--- config.mk ---
export PLATFORM = sky130hd
export DESIGN_NAME = ps2_keyboard_rx_flat
export DESIGN_NICKNAME = d
export VERILOG_FILES = /design/src/rtl/ps2_pkg.sv /design/src/rtl/ps2_keyboard_rx_if.sv /design/src/rtl/ps2_frame_rx.sv /design/src/rtl/ps2_keyboard_rx.sv /design/src/flat_wrapper.sv
export SDC_FILE = /design/constraint.sdc
export NUM_CORES = 1
export LEC_CHECK = 0
export ABC_CLOCK_PERIOD_IN_PS = 3350
export CAP_MARGIN = 20
export CELL_PAD_IN_SITES_DETAIL_PLACEMENT = 1
export CELL_PAD_IN_SITES_GLOBAL_PLACEMENT = 1
export CORE_MARGIN = 10
export CORE_UTILIZATION = 40
export DETAILED_ROUTE_END_ITERATION = 8
export PLACE_DENSITY = 0.79
export SYNTH_ARGS = -nofsm -noshare
export SYNTH_HDL_FRONTEND = slang
export SYNTH_SLANG_ARGS = --single-unit
--- constraint.sdc ---
create_clock -name clk -period 3.35 [get_ports clk]
set_input_delay 0.67 -clock clk [delete_from_list [all_inputs] [get_ports clk]]
set_output_delay 0.67 -clock clk [all_outputs]
set_load 0.005 [all_outputs]
--- src/rtl/ps2_pkg.sv ---
// Scan-code constants, ignored-code list and frame-state encoding shared by the PS/2 receiver.
// Pure declarations: no latency, no backpressure.
package ps2_pkg;

    localparam logic [7:0] KEY_UP    = 8'h1D;
    localparam logic [7:0] KEY_DOWN  = 8'h1B;
    localparam logic [7:0] KEY_LEFT  = 8'h1C;
    localparam logic [7:0] KEY_RIGHT = 8'h23;

    localparam logic [7:0] PFX_EXT = 8'hE0;
    localparam logic [7:0] PFX_BRK = 8'hF0;

    // Keyboard status/ack bytes that never carry a key event.
    localparam int             N_IGNORED     = 6;
    localparam logic [8*N_IGNORED-1:0] IGNORED_CODES =
        {8'h00, 8'hAA, 8'hEE, 8'hFA, 8'hFE, 8'hFF};

    typedef enum logic [1:0] {
        IDLE,
        DATA,
        PARITY,
        STOP
    } frame_state_t;

    function automatic logic is_ignored(input logic [7:0] b);
        logic hit;
        hit = 1'b0;
        for (int i = 0; i < N_IGNORED; i++) begin
            if (b == IGNORED_CODES[i*8 +: 8]) hit = 1'b1;
        end
        return hit;
    endfunction

endpackage

--- src/rtl/ps2_keyboard_rx_if.sv ---
// PS/2 line inputs and decoded key outputs of the keyboard receiver.
// Receiver side is the slave modport; the keyboard/consumer side is the master.
interface ps2_keyboard_rx_if;
    logic       ps2_clk;
    logic       ps2_data;
    logic [7:0] key;
    logic       key_valid;
    logic [7:0] key_held;
    logic       extended;
    logic       rx_err;

    modport slave (
        input  ps2_clk, ps2_data,
        output key, key_valid, key_held, extended, rx_err
    );

    modport master (
        output ps2_clk, ps2_data,
        input  key, key_valid, key_held, extended, rx_err
    );
endinterface

--- src/rtl/ps2_frame_rx.sv ---
// Synchronises and glitch-filters the PS/2 lines and deframes 11-bit odd-parity frames.
// byte_valid/frame_err are combinational in the STOP-bit fall cycle; no backpressure, aborts after timeout.
module ps2_frame_rx
    import ps2_pkg::*;
#(
    parameter int FILTER_LEN     = 8,
    parameter int TIMEOUT_CYCLES = 25000
) (
    input  logic       i_clk,
    input  logic       i_rst_n,
    input  logic       i_ps2_clk,
    input  logic       i_ps2_data,
    output logic [7:0] o_byte,
    output logic       o_byte_valid,
    output logic       o_frame_err
);

    localparam int TW = $clog2(TIMEOUT_CYCLES);

    logic [1:0]            r_clk_sync;
    logic [1:0]            r_dat_sync;
    logic [FILTER_LEN-1:0] r_filt_sr;
    logic                  r_clk_filt;
    frame_state_t          r_state;
    logic [2:0]            r_bit_cnt;
    logic [7:0]            r_shift;
    logic                  r_parity;
    logic [TW-1:0]         r_tmo_cnt;

    logic w_fall;
    logic w_data;
    logic w_frame_ok;

    assign w_data     = r_dat_sync[1];
    assign w_fall     = r_clk_filt && (r_filt_sr == '0);
    assign w_frame_ok = w_data && (^{r_shift, r_parity});

    assign o_byte       = r_shift;
    assign o_byte_valid = (r_state == STOP) && w_fall && w_frame_ok;
    assign o_frame_err  = (r_state == STOP) && w_fall && !w_frame_ok;

    always_ff @(posedge i_clk or negedge i_rst_n) begin
        if (!i_rst_n) begin
            r_clk_sync <= 2'b11;
            r_dat_sync <= 2'b11;
            r_filt_sr  <= '1;
            r_clk_filt <= 1'b1;
        end else begin
            r_clk_sync <= {r_clk_sync[0], i_ps2_clk};
            r_dat_sync <= {r_dat_sync[0], i_ps2_data};
            r_filt_sr  <= {r_filt_sr[FILTER_LEN-2:0], r_clk_sync[1]};
            if (r_filt_sr == '0)      r_clk_filt <= 1'b0;
            else if (r_filt_sr == '1) r_clk_filt <= 1'b1;
        end
    end

    always_ff @(posedge i_clk or negedge i_rst_n) begin
        if (!i_rst_n) begin
            r_state   <= IDLE;
            r_bit_cnt <= '0;
            r_shift   <= '0;
            r_parity  <= 1'b0;
            r_tmo_cnt <= '0;
        end else if (r_state != IDLE && !w_fall && r_tmo_cnt == TW'(TIMEOUT_CYCLES - 1)) begin
            // Stalled frame: drop it quietly so a later start bit resynchronises.
            r_state   <= IDLE;
            r_tmo_cnt <= '0;
        end else begin
            if (r_state == IDLE || w_fall) r_tmo_cnt <= '0;
            else                           r_tmo_cnt <= r_tmo_cnt + 1'b1;

            if (w_fall) begin
                case (r_state)
                    IDLE: begin
                        if (!w_data) begin
                            r_state   <= DATA;
                            r_bit_cnt <= '0;
                        end
                    end
                    DATA: begin
                        r_shift   <= {w_data, r_shift[7:1]};
                        r_bit_cnt <= r_bit_cnt + 1'b1;
                        if (r_bit_cnt == 3'd7) r_state <= PARITY;
                    end
                    PARITY: begin
                        r_parity <= w_data;
                        r_state  <= STOP;
                    end
                    STOP:    r_state <= IDLE;
                    default: r_state <= IDLE;
                endcase
            end
        end
    end

endmodule

--- src/rtl/ps2_keyboard_rx.sv ---
// PS/2 keyboard receiver: turns E0/F0-prefixed scan codes into one-cycle make-code pulses.
// Key pulse one clk after the STOP-bit fall event; no backpressure. PS2_TYPEMATIC_FILTER_EN suppresses repeats.
module ps2_keyboard_rx
    import ps2_pkg::*;
#(
    parameter int FILTER_LEN     = 8,
    parameter int TIMEOUT_CYCLES = 25000
) (
    input  logic             clk,
    input  logic             rst_n,
    ps2_keyboard_rx_if.slave bus
);

    logic [7:0] w_byte;
    logic       w_byte_valid;
    logic       w_frame_err;
    logic       w_same;
    logic       w_suppress;

    logic [7:0] r_key;
    logic       r_key_valid;
    logic [7:0] r_key_held;
    logic       r_extended;
    logic       r_rx_err;
    logic       r_ext_pfx;
    logic       r_brk_pfx;

    ps2_frame_rx #(
        .FILTER_LEN    (FILTER_LEN),
        .TIMEOUT_CYCLES(TIMEOUT_CYCLES)
    ) u_frame_rx (
        .i_clk       (clk),
        .i_rst_n     (rst_n),
        .i_ps2_clk   (bus.ps2_clk),
        .i_ps2_data  (bus.ps2_data),
        .o_byte      (w_byte),
        .o_byte_valid(w_byte_valid),
        .o_frame_err (w_frame_err)
    );

    assign w_same = (w_byte == r_key_held) && (r_ext_pfx == r_extended);

`ifdef PS2_TYPEMATIC_FILTER_EN
    assign w_suppress = w_same;
`else
    assign w_suppress = 1'b0;
`endif

    always_ff @(posedge clk or negedge rst_n) begin
        if (!rst_n) begin
            r_key       <= '0;
            r_key_valid <= 1'b0;
            r_key_held  <= '0;
            r_extended  <= 1'b0;
            r_rx_err    <= 1'b0;
            r_ext_pfx   <= 1'b0;
            r_brk_pfx   <= 1'b0;
        end else begin
            r_key       <= '0;
            r_key_valid <= 1'b0;
            r_rx_err    <= 1'b0;
            if (w_frame_err) begin
                r_rx_err  <= 1'b1;
                r_ext_pfx <= 1'b0;
                r_brk_pfx <= 1'b0;
            end else if (w_byte_valid) begin
                if (w_byte == PFX_EXT) begin
                    r_ext_pfx <= 1'b1;
                end else if (w_byte == PFX_BRK) begin
                    r_brk_pfx <= 1'b1;
                end else if (!is_ignored(w_byte)) begin
                    r_ext_pfx <= 1'b0;
                    r_brk_pfx <= 1'b0;
                    if (r_brk_pfx) begin
                        // Release only clears the key it actually names.
                        if (w_same) begin
                            r_key_held <= '0;
                            r_extended <= 1'b0;
                        end
                    end else begin
                        if (!w_suppress) begin
                            r_key       <= w_byte;
                            r_key_valid <= 1'b1;
                        end
                        r_key_held <= w_byte;
                        r_extended <= r_ext_pfx;
                    end
                end
            end
        end
    end

    assign bus.key       = r_key;
    assign bus.key_valid = r_key_valid;
    assign bus.key_held  = r_key_held;
    assign bus.extended  = r_extended;
    assign bus.rx_err    = r_rx_err;

endmodule

--- src/flat_wrapper.sv ---
// flat-port wrapper written by rule: the top's interface ports become plain ports
module ps2_keyboard_rx_flat import ps2_pkg::*;
#(
    parameter int FILTER_LEN     = 8,
    parameter int TIMEOUT_CYCLES = 25000
)
  (clk, rst_n, bus_ps2_clk, bus_ps2_data, bus_key, bus_key_valid, bus_key_held, bus_extended, bus_rx_err);
  ps2_keyboard_rx_if bus_i ();
  input  logic clk;
  input  logic rst_n;
  input wire logic [$bits(bus_i.ps2_clk)-1:0] bus_ps2_clk;
  input wire logic [$bits(bus_i.ps2_data)-1:0] bus_ps2_data;
  output wire logic [$bits(bus_i.key)-1:0] bus_key;
  output wire logic [$bits(bus_i.key_valid)-1:0] bus_key_valid;
  output wire logic [$bits(bus_i.key_held)-1:0] bus_key_held;
  output wire logic [$bits(bus_i.extended)-1:0] bus_extended;
  output wire logic [$bits(bus_i.rx_err)-1:0] bus_rx_err;
  assign bus_i.ps2_clk = bus_ps2_clk;
  assign bus_i.ps2_data = bus_ps2_data;
  assign bus_key = bus_i.key;
  assign bus_key_valid = bus_i.key_valid;
  assign bus_key_held = bus_i.key_held;
  assign bus_extended = bus_i.extended;
  assign bus_rx_err = bus_i.rx_err;
  ps2_keyboard_rx #(.FILTER_LEN(FILTER_LEN), .TIMEOUT_CYCLES(TIMEOUT_CYCLES)) u_core (.clk(clk), .rst_n(rst_n), .bus(bus_i));
endmodule
# --- Yosys cells after proc, flatten, opt, wreduce, memory -nomap -nowiden ---
# Index checks and enable logic that the tools add are counted.
word_totals:
  romBits: 0
  ramBits: 0
  wordCells: 120
  ff_bits: 63
  latchBits: 0
  n_memories: 0
  out_inout_bits: 19
op_classes:
  shift: 0
  eq_ne: 23
  magnitude_cmp: 0
  bitwise: 5
  reduce_logical: 27
  multipliers: 0
  addsub: 2
  n_mux: 47
  div_mod_pow: 0
op_table:
  columns: ["op", "n"]
  rows:
  - ["equality test 8 bit (second input constant)", 8]
  - ["2-to-1 mux 8 bit", 8]
  - ["2-to-1 mux 1 bit", 30]
  - ["2-to-1 mux 15 bit", 2]
  - ["logical NOT 8 bit", 2]
  - ["adder 15 x 1 -> 15 bit (second input constant)", 1]
  - ["equality test 15 bit (second input constant)", 1]
  - ["AND reduction 3 bit", 5]
  - ["nonzero test 2 bit", 5]
  - ["inequality test 3 x 2 -> 1 bit (second input constant)", 3]
  - ["XOR reduction 9 bit", 1]
  - ["equality test 8 bit", 1]
  - ["logical AND 1 bit", 8]
  - ["2-to-1 mux 2 bit", 4]
  - ["one-hot mux 2 bit (4 select lines)", 1]
  - ["inequality test 3 bit (second input constant)", 2]
  - ["one-hot mux 3 bit (2 select lines)", 1]
  - ["AND reduction 6 bit", 1]
  - ["NOT 1 bit", 5]
  - ["equality test 2 bit (second input constant)", 2]
  - ["inequality test 2 bit (second input constant)", 2]
  - ["AND reduction 4 bit", 1]
  - ["adder 3 x 1 -> 3 bit (second input constant)", 1]
  - ["equality test 3 bit (second input constant)", 1]
  - ["7 further kinds", 8]

# --- Logic depth before layout (Yosys ltp) ---
# Gate-level depths: netlist of the first run.
depth:
  depth_word: 16
  mapped_depth: 8
  ltp_nobuf: 7

# --- Modules after synthesis ---
# From an unflattened synthesis of the first run, not the netlist that was laid out.
unflattened:
  cells_unflattened: 250
  area_unflattened_um2: 2951.6
by_module_without_submodules:
  columns: ["module", "area_per_inst_um2", "seq_area_each_um2", "instances", "cells_per_inst"]
  rows:
  - ["ps2_frame_rx", 1978.1, 1067.3, 1, 172]
  - ["ps2_keyboard_rx", 973.4, 525.5, 1, 78]

# --- Worst setup path before layout of the first run ---
# OpenSTA, ideal clock, no wires.
synth_path:
  path_type: "reg-to-reg"
  from: "reg u_core.u_frame_rx.r_shift[1], in the netlist u_core.u_frame_rx.o_byte[1]"
  to: "reg u_core.r_extended, in the netlist u_core.bus.extended"
  path_buffers: 3
  t_arrival_ns: 1.881
  t_required_ns: 3.225
  setup_slack_ns: 1.344
  synth_period_minus_slack_ns: 2.006
  path_stages_with_launch: 9
  cell_sequence: "dfrtp_1 > buf_4 > or4_1 > nor2_1 > a2111oi_1 > and4b_1 > buf_6 > buf_12 > o2bb2ai_2"
synth_between:
  elab_chain_len: 13
synth_rtl:
  columns: ["element", "line", "rtl"]
  rows:
  - ["start, declared", "ps2_frame_rx.sv:26", "logic [7:0] r_shift;"]
  - ["start signal, assigned", "ps2_frame_rx.sv:81", "r_shift <= {w_data, r_shift[7:1]};"]
  - ["equality test 8 bit", "ps2_pkg.sv:29", "if (b == IGNORED_CODES[i*8 +: 8]) hit = 1'b1;"]
  - ["2-to-1 mux 1 bit (6 in a row)", "ps2_pkg.sv:29", null]
  - ["2-to-1 mux 1 bit", "ps2_keyboard_rx.sv:69", "end else if (w_byte == PFX_BRK) begin"]
  - ["2-to-1 mux 1 bit", "ps2_keyboard_rx.sv:67", "if (w_byte == PFX_EXT) begin"]
  - ["2-to-1 mux 1 bit", "ps2_keyboard_rx.sv:66", "end else if (w_byte_valid) begin"]
  - ["2-to-1 mux 1 bit", "ps2_keyboard_rx.sv:62", "if (w_frame_err) begin"]
  - ["NOT 1 bit (no line)", null, null]
  - ["AND reduction 6 bit (no line) (*)", null, null]
  - ["end signal, assigned", "ps2_keyboard_rx.sv:86", "r_extended <= r_ext_pfx;"]
  - ["end, declared", "ps2_keyboard_rx.sv:23", "logic r_extended;"]
# Every way passes the cells marked *; elsewhere a longest branch is shown, timed or not. The select of a mux whose other input is x is not followed.
# A chain may end at the register's enable or synchronous reset.

# --- Worst setup path in the final report of the first run ---
layout_path:
  from: "reg u_core.u_frame_rx.r_filt_sr[0]"
  to: "reg u_core.r_key[4], in the netlist u_core.bus.key[4]"
layout_between:
  elab_chain_len: 6
layout_rtl:
  columns: ["element", "line", "rtl"]
  rows:
  - ["start, declared", "ps2_frame_rx.sv:22", "logic [FILTER_LEN-1:0] r_filt_sr;"]
  - ["start signal, assigned", "ps2_frame_rx.sv:51", "r_filt_sr <= {r_filt_sr[FILTER_LEN-2:0], r_clk_sync[1]};"]
  - ["logical NOT 8 bit (*)", "ps2_frame_rx.sv:35", "assign w_fall = r_clk_filt && (r_filt_sr == '0);"]
  - ["logical AND 1 bit (*)", "ps2_frame_rx.sv:35", null]
  - ["logical AND 1 bit (*)", "ps2_frame_rx.sv:39, ps2_frame_rx.sv:40", null]
  - ["logical AND 1 bit", "ps2_frame_rx.sv:39", "assign o_byte_valid = (r_state == STOP) && w_fall && w_frame_ok;"]
  - ["2-to-1 mux 8 bit", "ps2_keyboard_rx.sv:66", null]
  - ["2-to-1 mux 8 bit (*)", "ps2_keyboard_rx.sv:62", null]
  - ["end signal, assigned", "ps2_keyboard_rx.sv:82", "r_key <= w_byte;"]
  - ["end, declared", "ps2_keyboard_rx.sv:20", "logic [7:0] r_key;"]
# Every way passes the cells marked *; elsewhere a longest branch is shown, timed or not.

==> impl_results.md, run 1 <==
- Final Hold Fails: 0
- Simple-gate portion of the synthesized area: 0.167
- CTS max path bufs: 2
- Multi-input gate area: 1250 um^2
- Main synth FF type: dfrtp_1
- Largest area contributor in the synthesized netlist: dfrtp_1
- Num CTS Buffers: 9
- # IOs: 23
- Max_slew headroom: 0.461
- Rows: 31
- GP Congestion: 0.763
- Area share of fa/ha/maj cells after synthesis: 0.0290
- Vias: just over 2,000
- Hold buffer count at cts: 0
- Final cycle utilization of the critical path: 0.762
- Reg-to-reg slack, setup: around 0.8 ns
- Min-Delay Path Class: flop to flop
- HP Start: u_core.u_frame_rx.r_clk_sync[1]
- Area Overhead vs Synth: 14.2%
- Clk pin slew, worst setup/hold paths: approximately 0.07 ns
- Dpl hpwl: 4340 um
- Dpl ws: 0.791 ns
- Crit path launch type: flop
- Initial antenna violation count: 0
- Fmax: slightly below 0.4 GHz
- Starting Density: 0.415
- Combinational Power Share: 0.017
- CTS sink count: 63
- Int Power: 1140 uW
- Hold Path End: u_core.u_frame_rx.r_filt_sr[0]
- CP Data Required Time: 3.62 ns
- Max-Cap Viols: 0
- Clock Skews: 0.0168 ns
- Post-DR wirelength/cell: 15.7 um
- Layout cell share with drive strength beyond 1: 0.199
- Largest net degree at the start of global routing: 39
- Async SR Flop Fraction: 1.00
- Most common cell in the netlist: dfrtp_1
- FF+latch count, synth: 63
- Post-synthesis cell area: 3020 um^2
- R2R Path Start: u_core.u_frame_rx.r_filt_sr[0]
- Synthesized area per cell: 11.4 um^2
- Arr. time, crit path: 2.82 ns
- DRC violations left: 0
- Minimum clock period: approximately 2.6 ns
- Commonest cells post-synth: dfrtp_1 (50), nor2_1 (26), xnor2_1 (17), inv_1 (16)
- Total Wirelength: 6130 um
- Postcts setup bufs: 0
- Hold Slack: 0.359 ns
- Diode count: 0
- Post-synth EDFFs: 0
- Global Route Usage Sum: 0.113
- CTS resizes: 0
- PortBufs: 22
- FILL cells: 809
- Post-route ant nets: 0
- FF-to-FF path depth: 5
- Distinct cells, synth: 45
- DR vias/cell: 5.15
- Die width: 107 um
- TritonRoute pass-1 iters: 4
- Seq/Total Area, Yosys: 0.527
- # H-tree levels: 3
- Worst vdd ir: 0.202 mV
- Synth top area share: 0.414
- Peak fanout along the critical path: 18
- Gr ovfl total: 0
- Final WS setup: 0.798 ns
- Final setup vio count: 0
- Worst Hold Depth: 0
- Sw frac: 0.217
- Pwr Density: 423 nW/um^2
- Final Cell Area: 3450 um^2
- Xor/xnor share of the synthesized area: 0.0873
- Vias in the first global route: 2,086
- RSZ-0062 raised after global routing: no
- CTS tree: done
- Nets: 298
- Synth Area in Compound Gates: 0.0985
- Root Buffer: clkbuf_8
- Slew Viols, Final: 0
- Die Height: about 110 um
- First-pass GRT wire length: 10,500 um
- Status: complete, no violations
- Yosys warning count: 0
- DIE AREA: roughly 11,000 um^2
- Worst r2r dst: u_core.bus.key[4]
- Share of total power in the clock network: 0.447
- Crit end category: flop
- Static Leak: 0.00145 uW
- WS Path Type: flop to flop
- Slew @ Worst Pin: ~0.81 ns
- Clock Latency Late Sink: 0.35 ns
- Placed cell area: 3260 um^2
- Setup total negative slack: 0 ns
- Storage element area: ~1600 um^2
- Largest family of logic cells by synthesized area: simple AND/OR/NAND/NOR gates
- Sequential share of power: 0.535
- P_sw: around 320 uW
- Initial DRC Count: 54
- Most area-consuming cells after synthesis: dfrtp_1 (41%), dfstp_2 (11%), xnor2_1 (4.9%), o2bb2ai_2 (4.5%), nor2_1 (3.2%)
- Core area: 7290 um^2
- Gate Count Post-Synth: roughly 270
- Mux cell area share after synthesis: 0.0331
- Syn_nets: 277
==> flip-flops by register name (all words and copies together), names as in the netlist <==
signal and flops:
u_core.bus.rx_err 1, u_core.bus.key 8, u_core.u_frame_rx.r_bit_cnt 3, u_core.r_ext_pfx 1
u_core.u_frame_rx.o_byte 8, u_core.u_frame_rx.r_filt_sr 8, u_core.bus.key_valid 1, u_core.u_frame_rx.r_state 2
u_core.r_brk_pfx 1, u_core.u_frame_rx.r_clk_filt 1, u_core.bus.extended 1, u_core.bus.key_held 8
u_core.u_frame_rx.r_tmo_cnt 15, u_core.u_frame_rx.r_dat_sync 2, u_core.u_frame_rx.r_clk_sync 2, u_core.u_frame_rx.r_parity 1
==> cell usage in the layout (no fill, tap or decap), types with 2 or more instances in the layout <==
| cell | netlist | final |
|---|---|---|
| nand3_1 | 15 | 15 |
| nand4_1 | 7 | 7 |
| xnor3_1 | 2 | 2 |
| xor2_1 | 8 | 8 |
| clkinv_2 | 0 | 2 |
| and2_2 | 9 | 9 |
| nand2_1 | 15 | 15 |
| dfrtp_1 | 50 | 50 |
| clkbuf_1 | 2 | 2 |
| mux2_2 | 6 | 6 |
| nand2b_1 | 2 | 2 |
| nor2_1 | 26 | 26 |
| clkbuf_8 | 0 | 10 |
| dfstp_2 | 13 | 13 |
| ha_1 | 7 | 7 |
| a211oi_1 | 2 | 2 |
| buf_4 | 2 | 2 |
| nor4_1 | 7 | 7 |
| o21ai_0 | 8 | 8 |
| a22o_1 | 2 | 2 |
| clkdlybuf4s50_1 | 0 | 21 |
| o2bb2ai_2 | 9 | 9 |
| inv_1 | 16 | 16 |
| nor3_1 | 5 | 5 |
| xnor2_1 | 17 | 17 |
| and3_1 | 3 | 3 |
| a21oi_1 | 6 | 6 |
==> critical path, stage by stage, from the launching register on <==
cell and delay (ns):
dfstp_2 0.38, nor4_1 0.46, and3_1 0.44, and2_2 0.24, and4b_1 0.69, and2_2 0.26
==> power groups by stage <==
stage | clock, uW | combinational [uW] | sequential (uW)
after CTS | 668 | 27.2 | 783
final | 654 | 25.6 | 783
after global routing | 705 | 30.8 | 784
after detailed placement | 0 | 27.2 | 796
after global placement | 0 | 26.3 | 796
after floorplan | 0 | 5.52 | 795
==> layout make-up <==
type / count / share of cell area
inverters: 16 / 0.0174
multi-input cells: 173 / 0.363
clock buffers: 12 / 0.0420
clock inverters: 4 / 0.0138
flip-flops and latches: 63 / 0.461
well taps: 99 / 0.0359
repair buffers: 24 / 0.0666
==> layer usage <==
layer  vias up  share of wire  global-route usage
li1        957              -                   -
met4         0          0.020              0.0551
met2        34           0.47               0.179
met1      1009           0.47               0.140
met5         -              0                   0
met3        13          0.033              0.0299
==> worst max path at each step <==
stage                                               from                  end  slack [ns]  cells after the start
final                     u_core.u_frame_rx.r_filt_sr[0]    u_core.bus.key[4]        0.80                      5
after detailed placement     u_core.u_frame_rx.o_byte[2]    u_core.bus.key[2]        0.79                      5
after floorplan              u_core.u_frame_rx.o_byte[1]  u_core.bus.extended        1.34                      8
after global placement       u_core.u_frame_rx.o_byte[1]    u_core.bus.key[6]        0.87                      5
after global routing      u_core.u_frame_rx.r_filt_sr[0]    u_core.bus.key[1]        0.56                      5
after CTS                    u_core.u_frame_rx.o_byte[1]    u_core.bus.key[1]        0.75                      5
==> cell families (layout without fill, tap and decap cells) <==
logic type,after synthesis,after routing
AND/OR/NAND/NOR,97,97
buffers and inverters,30,56
flip-flops,63,63
adder cells (fa/ha/maj),7,7
multiplexers,8,8
XOR/XNOR,27,27
AO/OA/AOI/OAI,34,34
==> stage by stage <==
| stage | utilization | total power (uW) | instances |
|---|---|---|---|
| 3_5_place_dp | 0.447 | 824 | 375 |
| 6_report | 0.474 | 1460 | 391 |
| 3_3_place_gp | 0.447 | 822 | 375 |
| 2_1_floorplan | - | 800 | 266 |
| 5_1_grt | 0.474 | 1520 | 391 |
| 4_1_cts | 0.474 | 1480 | 391 |
(Power assumes the default switching activity.)
==> run 2: changes to the inputs <==
Settings changed: ABC_CLOCK_PERIOD_IN_PS 3350 to 2400.
Clock period 3.35 ns to 2.4 ns, I/O delays scaled along.
==> run 2 against run 1 <==
Net effect:
- power is 47% higher
- utilization is 1.0 points higher
- largest power group unchanged
- fmax is 15% higher
- non-clock buffer count is 5 higher
- final cell count is 1.3% higher
- clock power is 56% higher
- sequential power is 39% higher
- die area stayed put
- critical path type unchanged
- sequential cell count stayed put
==> impl_results.md, run 2 (synthesis results as in run 1) <==
- Status: complete, no violations
- Max-Cap Viols: 0 (unchanged)
- GP Congestion: 0.761 (-0.16%)
- Share of total power in the clock network: 0.473 (+0.026)
- # IOs: 23 (unchanged)
- Root Buffer: clkbuf_8
- Crit end category: flop
- Dpl hpwl: 4450 um (+2.7%)
- Post-route ant nets: 0 (unchanged)
- CTS sink count: 63 (unchanged)
- Clock Latency Late Sink: 0.34 ns (about the same)
- # H-tree levels: 3 (unchanged)
- Nets: 303 (+1.7%)
- Post-route insts no fill: 396 (+1.3%)
- Fmax: 0.452 GHz (+15%)
- Sequential share of power: 0.509 (-0.026)
- Slew Viols, Final: 0 (unchanged)
- RSZ-0062 raised after global routing: no
- Largest net degree at the start of global routing: 64 (+64%)
- Clk pin slew, worst setup/hold paths: 0.08 ns (about the same)
- Crit path launch type: flop
- Minimum clock period: 2.21 ns (-0.340 ns)
- Max FFs per register: 15 (unchanged)
- Static Leak: 0.00149 uW (+2.8%)
- Slew @ Worst Pin: 0.516 ns (-0.292 ns)
- Vias: 2,053 (+2.0%)
- Worst vdd ir: 0.424 mV (+110%)
- Post-DR wirelength/cell: 16.1 um (+2.5%)
- Peak fanout along the critical path: 18 (unchanged)
- Most frequent cells in the layout: dfrtp_1 (50), nor2_1 (26), clkdlybuf4s50_1 (21)
- DIE AREA: 11,400 um^2 (unchanged)
- DR vias/cell: 5.18 (+0.70%)
- Placed Cells: 380 (+1.3%)
- Combinational Power Share: 0.017 (about the same)
- Total Wirelength: 6360 um (+3.9%)
- WS Path Type: flop to flop
- CP Data Required Time: 2.67 ns (-0.95 ns)
- Die Height: 107 um (unchanged)
- CTS tree: done
- Int Power: 1710 uW (+49%)
- Global Route Usage Sum: 0.118 (+0.00530)
- FILL cells: 815 (+0.74%)
- TritonRoute pass-1 iters: 4 (unchanged)
- Initial DRC Count: 53 (-1.9%)
- Rows: 31 (unchanged)
- Diode count: 0 (unchanged)
- Area Overhead vs Synth: 16.7%
- CTS max path bufs: 2 (unchanged)
- Core area: 7290 um^2 (unchanged)
- Arr. time, crit path: 2.49 ns (-0.33 ns)
- P_sw: 437 uW (+37%)
- PortBufs: 22 (unchanged)
- Final setup vio count: 0 (unchanged)
- Postcts setup bufs: 0 (unchanged)
- Min-Delay Path Class: input port to asynchronous set/reset pin
- Gr ovfl total: 0 (unchanged)
- Max_slew headroom: 0.655 (+0.194)
- CTS resizes: 0 (unchanged)
- Setup total negative slack: 0 ns (unchanged)
- Initial antenna violation count: 0 (unchanged)
- Final Cell Area: 3530 um^2 (+2.1%)
- Die width: 107 um (unchanged)
- Final Hold Fails: 0 (unchanged)
- Starting Density: 0.415 (unchanged)
- Num CTS Buffers: 9 (unchanged)
- Placed cell area: 3310 um^2 (+1.5%)
- Hold buffer count at cts: 0 (unchanged)
- Vias in the first global route: 2,148 (+3.0%)
- Reg with most FFs: u_core.u_frame_rx.r_tmo_cnt
- First-pass GRT wire length: 11,000 um (+4.6%)
- Layout cell share with drive strength beyond 1: 0.209 (+0.0101)
- Most common cell after layout, fill and taps aside: dfrtp_1
- Final cycle utilization of the critical path: 0.922 (+0.160)
- Sw frac: 0.204 (-0.0137)
- Pwr Density: 608 nW/um^2 (+44%)
- Clock Skews: 0.0128 ns (-0.00400 ns)
- DRC violations left: 0 (unchanged)
run 2: cell count changes in the layout (fill, tap and decap cells not counted), sizes merged:
| cell | previous run | this run |
|---|---|---|
| bufinv | 1 | 2 |
| buf | 3 | 8 |
| clkbuf | 12 | 13 |
| clkinv | 2 | 0 |
run 2: per-layer routing:
layer  vias up  track usage  routed length (um)
li1        965            -                   -
met1      1050        0.143                2840
met2        28        0.192                3200
met3        10       0.0347                 258
met4         0       0.0493                  74
met5         -            0                   0
run 2: cell type report:
class,instances,area [um^2],share of cell area
Tap cell,99,124,0.0351
Inverter,16,60.1,0.0170
Clock inverter,3,67.6,0.0191
Sequential cell,63,1590,0.451
Multi-Input combinational cell,173,1250,0.356
Clock buffer,13,149,0.0422
Timing Repair Buffer,29,280,0.0794
run 2: per-stage QoR:
step                setup slack, ns  power, uW  hold WS [ns]   util
detailed placement            0.197       1150         0.348  0.454
finish                        0.188       2150         0.132  0.484
global placement              0.291       1150         0.346  0.454
floorplan                     0.394       1120         0.184      -
global route                 0.0599       2230         0.158  0.484
CTS                           0.176       2180         0.149  0.484
run 2: power by group through the flow:
stage | registers [uW] | logic, uW | clock network, uW
global placement | 1110 | 38.2 | 0
global route | 1090 | 44.1 | 1090
CTS | 1090 | 39.6 | 1040
floorplan | 1110 | 7.70 | 0
detailed placement | 1110 | 39.5 | 0
finish | 1090 | 37.2 | 1020
run 2: path summary, 6_finish.rpt:
path	startpoint	endpoint	slack, ns	cells after the start
max in group asynchronous	rst_n	u_core.u_frame_rx.r_dat_sync[1]	1.93	2
hold reg to reg	u_core.u_frame_rx.r_clk_sync[1]	u_core.u_frame_rx.r_filt_sr[0]	0.36	0
setup / recovery	u_core.u_frame_rx.o_byte[1]	u_core.bus.key[5]	0.19	6
min in group clk	u_core.u_frame_rx.r_clk_sync[1]	u_core.u_frame_rx.r_filt_sr[0]	0.36	0
setup reg to reg	u_core.u_frame_rx.o_byte[1]	u_core.bus.key[5]	0.19	6
hold / removal	rst_n	u_core.bus.key[0]	0.13	2
run 2: worst max-delay path: stages, from the launching register on:
cell     delay [ns]
dfrtp_1        0.49
xnor3_1        0.48
or2_2          0.31
mux2i_4        0.21
and4b_1        0.23
buf_4          0.25
and2_2         0.18
